## src/rtl/front_end_pkg.sv

```systemverilog
// Shared front-end types and instruction field constants for the IF/ID control slice.
package front_end_pkg;

  typedef enum logic {
    RUN   = 1'b0,
    STALL = 1'b1
  } state_t;

  localparam int RS1_LO = 15;
  localparam int RS2_LO = 20;
  localparam int REG_W  = 5;

  localparam logic [31:0] ZERO_INSTR = 32'h0000_0000;

endpackage

```

## src/rtl/if_id_shadow.sv

```systemverilog
// Shadow copy of the IF/ID instruction and PC: flush clears, hold keeps, otherwise loads.
module if_id_shadow
  import front_end_pkg::*;
#(
  parameter int N = 32
) (
  input  logic         clk,
  input  logic         rst_n,
  input  logic         flush,
  input  logic         hold,
  input  logic [N-1:0] d_instr,
  input  logic [N-1:0] d_pc,
  output logic [N-1:0] q_instr,
  output logic [N-1:0] q_pc
);

  always_ff @(posedge clk or negedge rst_n) begin
    if (!rst_n) begin
      q_instr <= N'(ZERO_INSTR);
      q_pc    <= '0;
    end else if (flush) begin
      q_instr <= N'(ZERO_INSTR);
      q_pc    <= '0;
    end else if (!hold) begin
      q_instr <= d_instr;
      q_pc    <= d_pc;
    end
  end

endmodule

```

## src/rtl/if_id_hazard_ctrl.sv

```systemverilog
// IF/ID hazard control: load-use stall FSM, external stall and branch flush.
// All control outputs are combinational; the shadow mirrors IF/ID on each edge.
module if_id_hazard_ctrl
  import front_end_pkg::*;
#(
  parameter int N            = 32,
  parameter int STALL_CYCLES = 1,
  parameter int CNT_W        = 3
) (
  input  logic         clk,
  input  logic         rst_n,
  input  logic [N-1:0] if_instr,
  input  logic [N-1:0] if_pc,
  input  logic         idex_mem_read,
  input  logic [4:0]   idex_rd,
  input  logic         branch_taken,
  input  logic         ext_stall,
  output logic         ifid_flush,
  output logic         ifid_hold,
  output logic [N-1:0] hold_instr,
  output logic [N-1:0] hold_pc,
  output logic         pc_write,
  output logic         idex_bubble,
  output logic         stalled
);

  state_t             state, state_n;
  logic [CNT_W-1:0]   cnt, cnt_n;
  logic [N-1:0]       shadow_instr, shadow_pc;
  logic [REG_W-1:0]   rs1, rs2;
  logic               luse;
  logic               flush_c, hold_c, pc_write_c, bubble_c;

  if_id_shadow #(.N(N)) u_shadow (
    .clk     (clk),
    .rst_n   (rst_n),
    .flush   (ifid_flush),
    .hold    (ifid_hold),
    .d_instr (if_instr),
    .d_pc    (if_pc),
    .q_instr (shadow_instr),
    .q_pc    (shadow_pc)
  );

  assign rs1  = shadow_instr[RS1_LO +: REG_W];
  assign rs2  = shadow_instr[RS2_LO +: REG_W];
  assign luse = idex_mem_read && (idex_rd != '0) && ((idex_rd == rs1) || (idex_rd == rs2));

  always_ff @(posedge clk or negedge rst_n) begin
    if (!rst_n) begin
      state <= RUN;
      cnt   <= '0;
    end else begin
      state <= state_n;
      cnt   <= cnt_n;
    end
  end

  always_comb begin
    state_n    = state;
    cnt_n      = cnt;
    flush_c    = 1'b0;
    hold_c     = 1'b0;
    pc_write_c = 1'b1;
    bubble_c   = 1'b0;
    if (branch_taken) begin
      flush_c  = 1'b1;
      bubble_c = 1'b1;
      state_n  = RUN;
      cnt_n    = '0;
    end else if (ext_stall) begin
      // State and counter freeze so a stall countdown resumes afterwards.
      hold_c     = 1'b1;
      pc_write_c = 1'b0;
      bubble_c   = 1'b1;
    end else if (state == STALL) begin
      hold_c     = 1'b1;
      pc_write_c = 1'b0;
      bubble_c   = 1'b1;
      cnt_n      = cnt - CNT_W'(1);
      if (cnt == CNT_W'(1)) state_n = RUN;
    end else if (luse) begin
      hold_c     = 1'b1;
      pc_write_c = 1'b0;
      bubble_c   = 1'b1;
      if (STALL_CYCLES > 1) begin
        state_n = STALL;
        cnt_n   = CNT_W'(STALL_CYCLES - 1);
      end
    end
  end

  // IF/ID has no reset; flushing during reset is what clears it.
  assign ifid_flush  = rst_n ? flush_c    : 1'b1;
  assign ifid_hold   = rst_n ? hold_c     : 1'b0;
  assign pc_write    = rst_n ? pc_write_c : 1'b0;
  assign idex_bubble = rst_n ? bubble_c   : 1'b1;
  assign stalled     = rst_n && (state == STALL);
  assign hold_instr  = rst_n ? shadow_instr : '0;
  assign hold_pc     = rst_n ? shadow_pc    : '0;

endmodule
```

## config.mk

```make
export PLATFORM = sky130hd
export DESIGN_NAME = if_id_hazard_ctrl
export DESIGN_NICKNAME = d
export VERILOG_FILES = /design/src/rtl/front_end_pkg.sv /design/src/rtl/if_id_shadow.sv /design/src/rtl/if_id_hazard_ctrl.sv
export SDC_FILE = /design/constraint.sdc
export NUM_CORES = 1
export LEC_CHECK = 0
export ABC_CLOCK_PERIOD_IN_PS = 2200
export CAP_MARGIN = 20
export CELL_PAD_IN_SITES_DETAIL_PLACEMENT = 0
export CELL_PAD_IN_SITES_GLOBAL_PLACEMENT = 2
export CORE_MARGIN = 4
export CORE_UTILIZATION = 28
export CTS_CLUSTER_SIZE = 10
export DETAILED_ROUTE_END_ITERATION = 7
export PLACE_DENSITY = 0.89
export SYNTH_ARGS = -nofsm -noshare
export SYNTH_HDL_FRONTEND = slang
export SYNTH_SLANG_ARGS = --single-unit
```

## constraint.sdc

```tcl
create_clock -name clk -period 2.2 [get_ports clk]
set_clock_uncertainty 0.2 [all_clocks]
set_input_delay 0.22 -clock clk [delete_from_list [all_inputs] [get_ports clk]]
set_output_delay 0.22 -clock clk [all_outputs]
set_load 0.02 [all_outputs]
```

==> impl_metrics.env <==
export IMPL_firstDrtPassIters=5
export IMPL_synth_edf_count=0
export IMPL_maxSlewViolCount=0
export IMPL_io_buffer_count=142
export IMPL_cts_htree_levels=3
export IMPL_dieArea_sq_um=18400
export IMPL_drt_initial_drc_count=372
export IMPL_gp_congestion=0.771
export IMPL_synth_seq_area_share_pct=37.4
export IMPL_clock_sinks=68
export IMPL_syn_avg_cell_area_sq_um=9.26
export IMPL_required_ns=1.78
export IMPL_vias=4747
export IMPL_numCtsBuffers=9
export IMPL_io_pins=143
export IMPL_design_area_sq_um=6680
export IMPL_ys_seq_elements=68
export IMPL_postRouteAntennaNets=0
export IMPL_fin_crit_ns=2.19
export IMPL_cts_clk_slew_worst_paths_ns=0.06
export IMPL_rows=46
export IMPL_outcome="finished clean"
export IMPL_worst_pin_slew_ns=0.787
export IMPL_n_antenna_cell=0
export IMPL_clk_latency_ns=0.34
export IMPL_grt_pass1_vias=4729
export IMPL_post_synth_top_area_cell="dfrtp_1"
export IMPL_max_freq_mhz=457
export IMPL_synth_mux_area_share_pct=0.247
export IMPL_ys_top_cells_by_area="dfrtp_1 37%, a32oi_1 12%, o211ai_1 11%"
export IMPL_antenna_found_initial=0
export IMPL_powerDensity_nw_per_um2=564
export IMPL_crit_fanout=3
export IMPL_irDropWorstVdd_mv=0.311
export IMPL_synthAdderAreaFrac_pct=0.549
export IMPL_place_area_sq_um=6240
export IMPL_ys_flop_type="dfrtp_1"
export IMPL_grt_usage_pct=16.7
export IMPL_synth_simple_area_share_pct=24.9
export IMPL_synth_top_family_by_area="simple AND/OR/NAND/NOR gates"
export IMPL_fin_crit_sh_pct=99.4
export IMPL_finalSetupViolations=0
export IMPL_grt_overflow_total=0
export IMPL_wl_per_cell_um=18.0
export IMPL_synthTopCellsByCount="68 x dfrtp_1, 68 x nand2_1, 65 x and2_1"
export IMPL_cts_path_max_buffers=2
export IMPL_crit_path_end_kind="primary output"
export IMPL_critical_path_arrival_ns=1.77
export IMPL_final_nets=715
export IMPL_synth_top_area_share_pct=37.4
export IMPL_tns_ns=0
export IMPL_synthCells=492
export IMPL_async_reset_ff_share_pct=100
export IMPL_drc=0
export IMPL_hold_violations=0
export IMPL_rsz0062_at_grt="yes"
export IMPL_syn_to_final_growth_pct=46.7
export IMPL_initial_core_util_pct=28.7
export IMPL_hold_path_class="input port to flop"
export IMPL_grt_max_degree=77
export IMPL_avgViaCountPerCell=5.52
export IMPL_core_sq_um=15900
export IMPL_cts_root_buf="clkbuf_16"
export IMPL_utilization_pct=42.1
export IMPL_synth_compound_area_share_pct=24.1
export IMPL_synth_xor_area_share_pct=2.31
export IMPL_r2r_cells=7
export IMPL_fp_dieW_um=136
export IMPL_grt_pass1_wl_mm=24.7
export IMPL_leakagePower_nw=2.43
export IMPL_layout_drive_gt1_share_pct=11.5
export IMPL_maxCapViolations=0
export IMPL_cts_tree="built"
export IMPL_synth_cell_types=30
export IMPL_wirelength_mm=15.5
export IMPL_path_class="input port to primary output"
export IMPL_fp_dieH_um=136
export IMPL_yosysWarnings=0
export IMPL_dp_hpwl_mm=9.78
export IMPL_slew_headroom_pct=47.4
export IMPL_hold_depth=3
export IMPL_syn_num_nets=568
export IMPL_syn_area_sq_um=4560
export IMPL_start_kind="input port"
==> final cells by class <==
type / count / area, sq um
inverters: 3 / 11.3
fillers: 1540 / 9200
well taps: 216 / 270
clock buffers: 11 / 233
flip-flops and latches: 68 / 1700
multi-input cells: 360 / 2410
repair buffers: 197 / 1950
clock inverters: 5 / 100
==> state kept, by name, summed over array words and instances, names as in the netlist <==
name,cells
u_shadow.q_instr,32
cnt,3
u_shadow.q_pc,32
state,1
==> cell usage in the layout, fill, tap and decap left out, types with 2 or more instances in the layout <==
| master | instances |
|---|---|
| clkdlybuf4s50_1 | 134 |
| nand2_1 | 68 |
| dfrtp_1 | 68 |
| and2_1 | 65 |
| nand4_1 | 64 |
| a32oi_1 | 64 |
| o211ai_1 | 64 |
| buf_4 | 39 |
| xnor2_1 | 11 |
| clkbuf_16 | 9 |
| dlygate4sd3_1 | 8 |
| buf_12 | 8 |
| nor2_1 | 6 |
| dlygate4sd2_1 | 4 |
| buf_6 | 4 |
| inv_1 | 3 |
| bufinv_16 | 3 |
| nand3_1 | 2 |
| ha_1 | 2 |
| clkbuf_1 | 2 |
| clkinv_2 | 2 |
==> metal layers <==
| metal | track usage, % | wire (um) | up-vias |
|---|---|---|---|
| met5 | 0 | 0 | - |
| met4 | 4.70 | 162 | 0 |
| met3 | 4.57 | 1100 | 19 |
| met2 | 26.1 | 7250 | 188 |
| met1 | 22.7 | 6990 | 2352 |
| li1 | - | - | 2188 |
==> logic make-up (layout without fill, tap and decap cells) <==
| group | Yosys count | in the layout |
|---|---|---|
| AO/OA/AOI/OAI | 134 | 134 |
| XOR/XNOR | 12 | 12 |
| adder cells (fa/ha/maj) | 2 | 2 |
| buffers and inverters | 64 | 216 |
| flip-flops | 68 | 68 |
| multiplexers | 1 | 1 |
| AND/OR/NAND/NOR | 211 | 211 |
==> worst max-delay path, cell delays in order <==
cell	delay [ns]
dlygate4sd2_1	0.25
or4_4	0.55
o21a_4	0.24
a21boi_2	0.14
buf_6	0.14
o21a_1	0.12
buf_6	0.12
==> final timing paths <==
path / slack, ns / endpoint / from
max: 0.01 / pc_write / idex_rd[4]
min in group asynchronous: 0.31 / u_shadow.q_instr[10] / rst_n
min: 0.28 / u_shadow.q_instr[8] / if_instr[8]
max in group asynchronous: 0.68 / u_shadow.q_instr[26] / rst_n
min reg2reg: 0.33 / u_shadow.q_pc[7] / u_shadow.q_pc[7]
max reg2reg: 0.25 / u_shadow.q_instr[3] / u_shadow.q_instr[24]
==> where the power goes <==
| group | internal, mW | total (mW) | switching (mW) |
|---|---|---|---|
| clock network | 1.10 | 1.65 | 0.542 |
| registers | 1.31 | 1.36 | 0.0492 |
| logic | 0.357 | 0.759 | 0.402 |
| total | 2.77 | 3.77 | 0.994 |
==> per-stage QoR <==
stage	hold WS, ns	setup slack, ns	instances	total power, mW
6_report	0.280	0.0132	860	3.77
5_1_grt	0.290	-0.0889	860	3.94
4_1_cts	0.270	0.00272	859	3.81
3_5_place_dp	-0.0963	-0.694	835	2.12
3_3_place_gp	-0.101	-0.668	835	2.10
2_1_floorplan	-0.276	0.211	492	1.74
==> what timing repair did <==
| item | in CTS | in global routing |
|---|---|---|
| gates resized for setup | 23 | 6 |
| hold buffers | 8 | 0 |
| pin swaps | 5 | 2 |
| setup endpoints to repair | 41 | 61 |
| setup buffers | 0 | 1 |
| endpoints found under the hold margin | 43 | 0 |
Note: power is estimated with default switching activity, not from simulation.
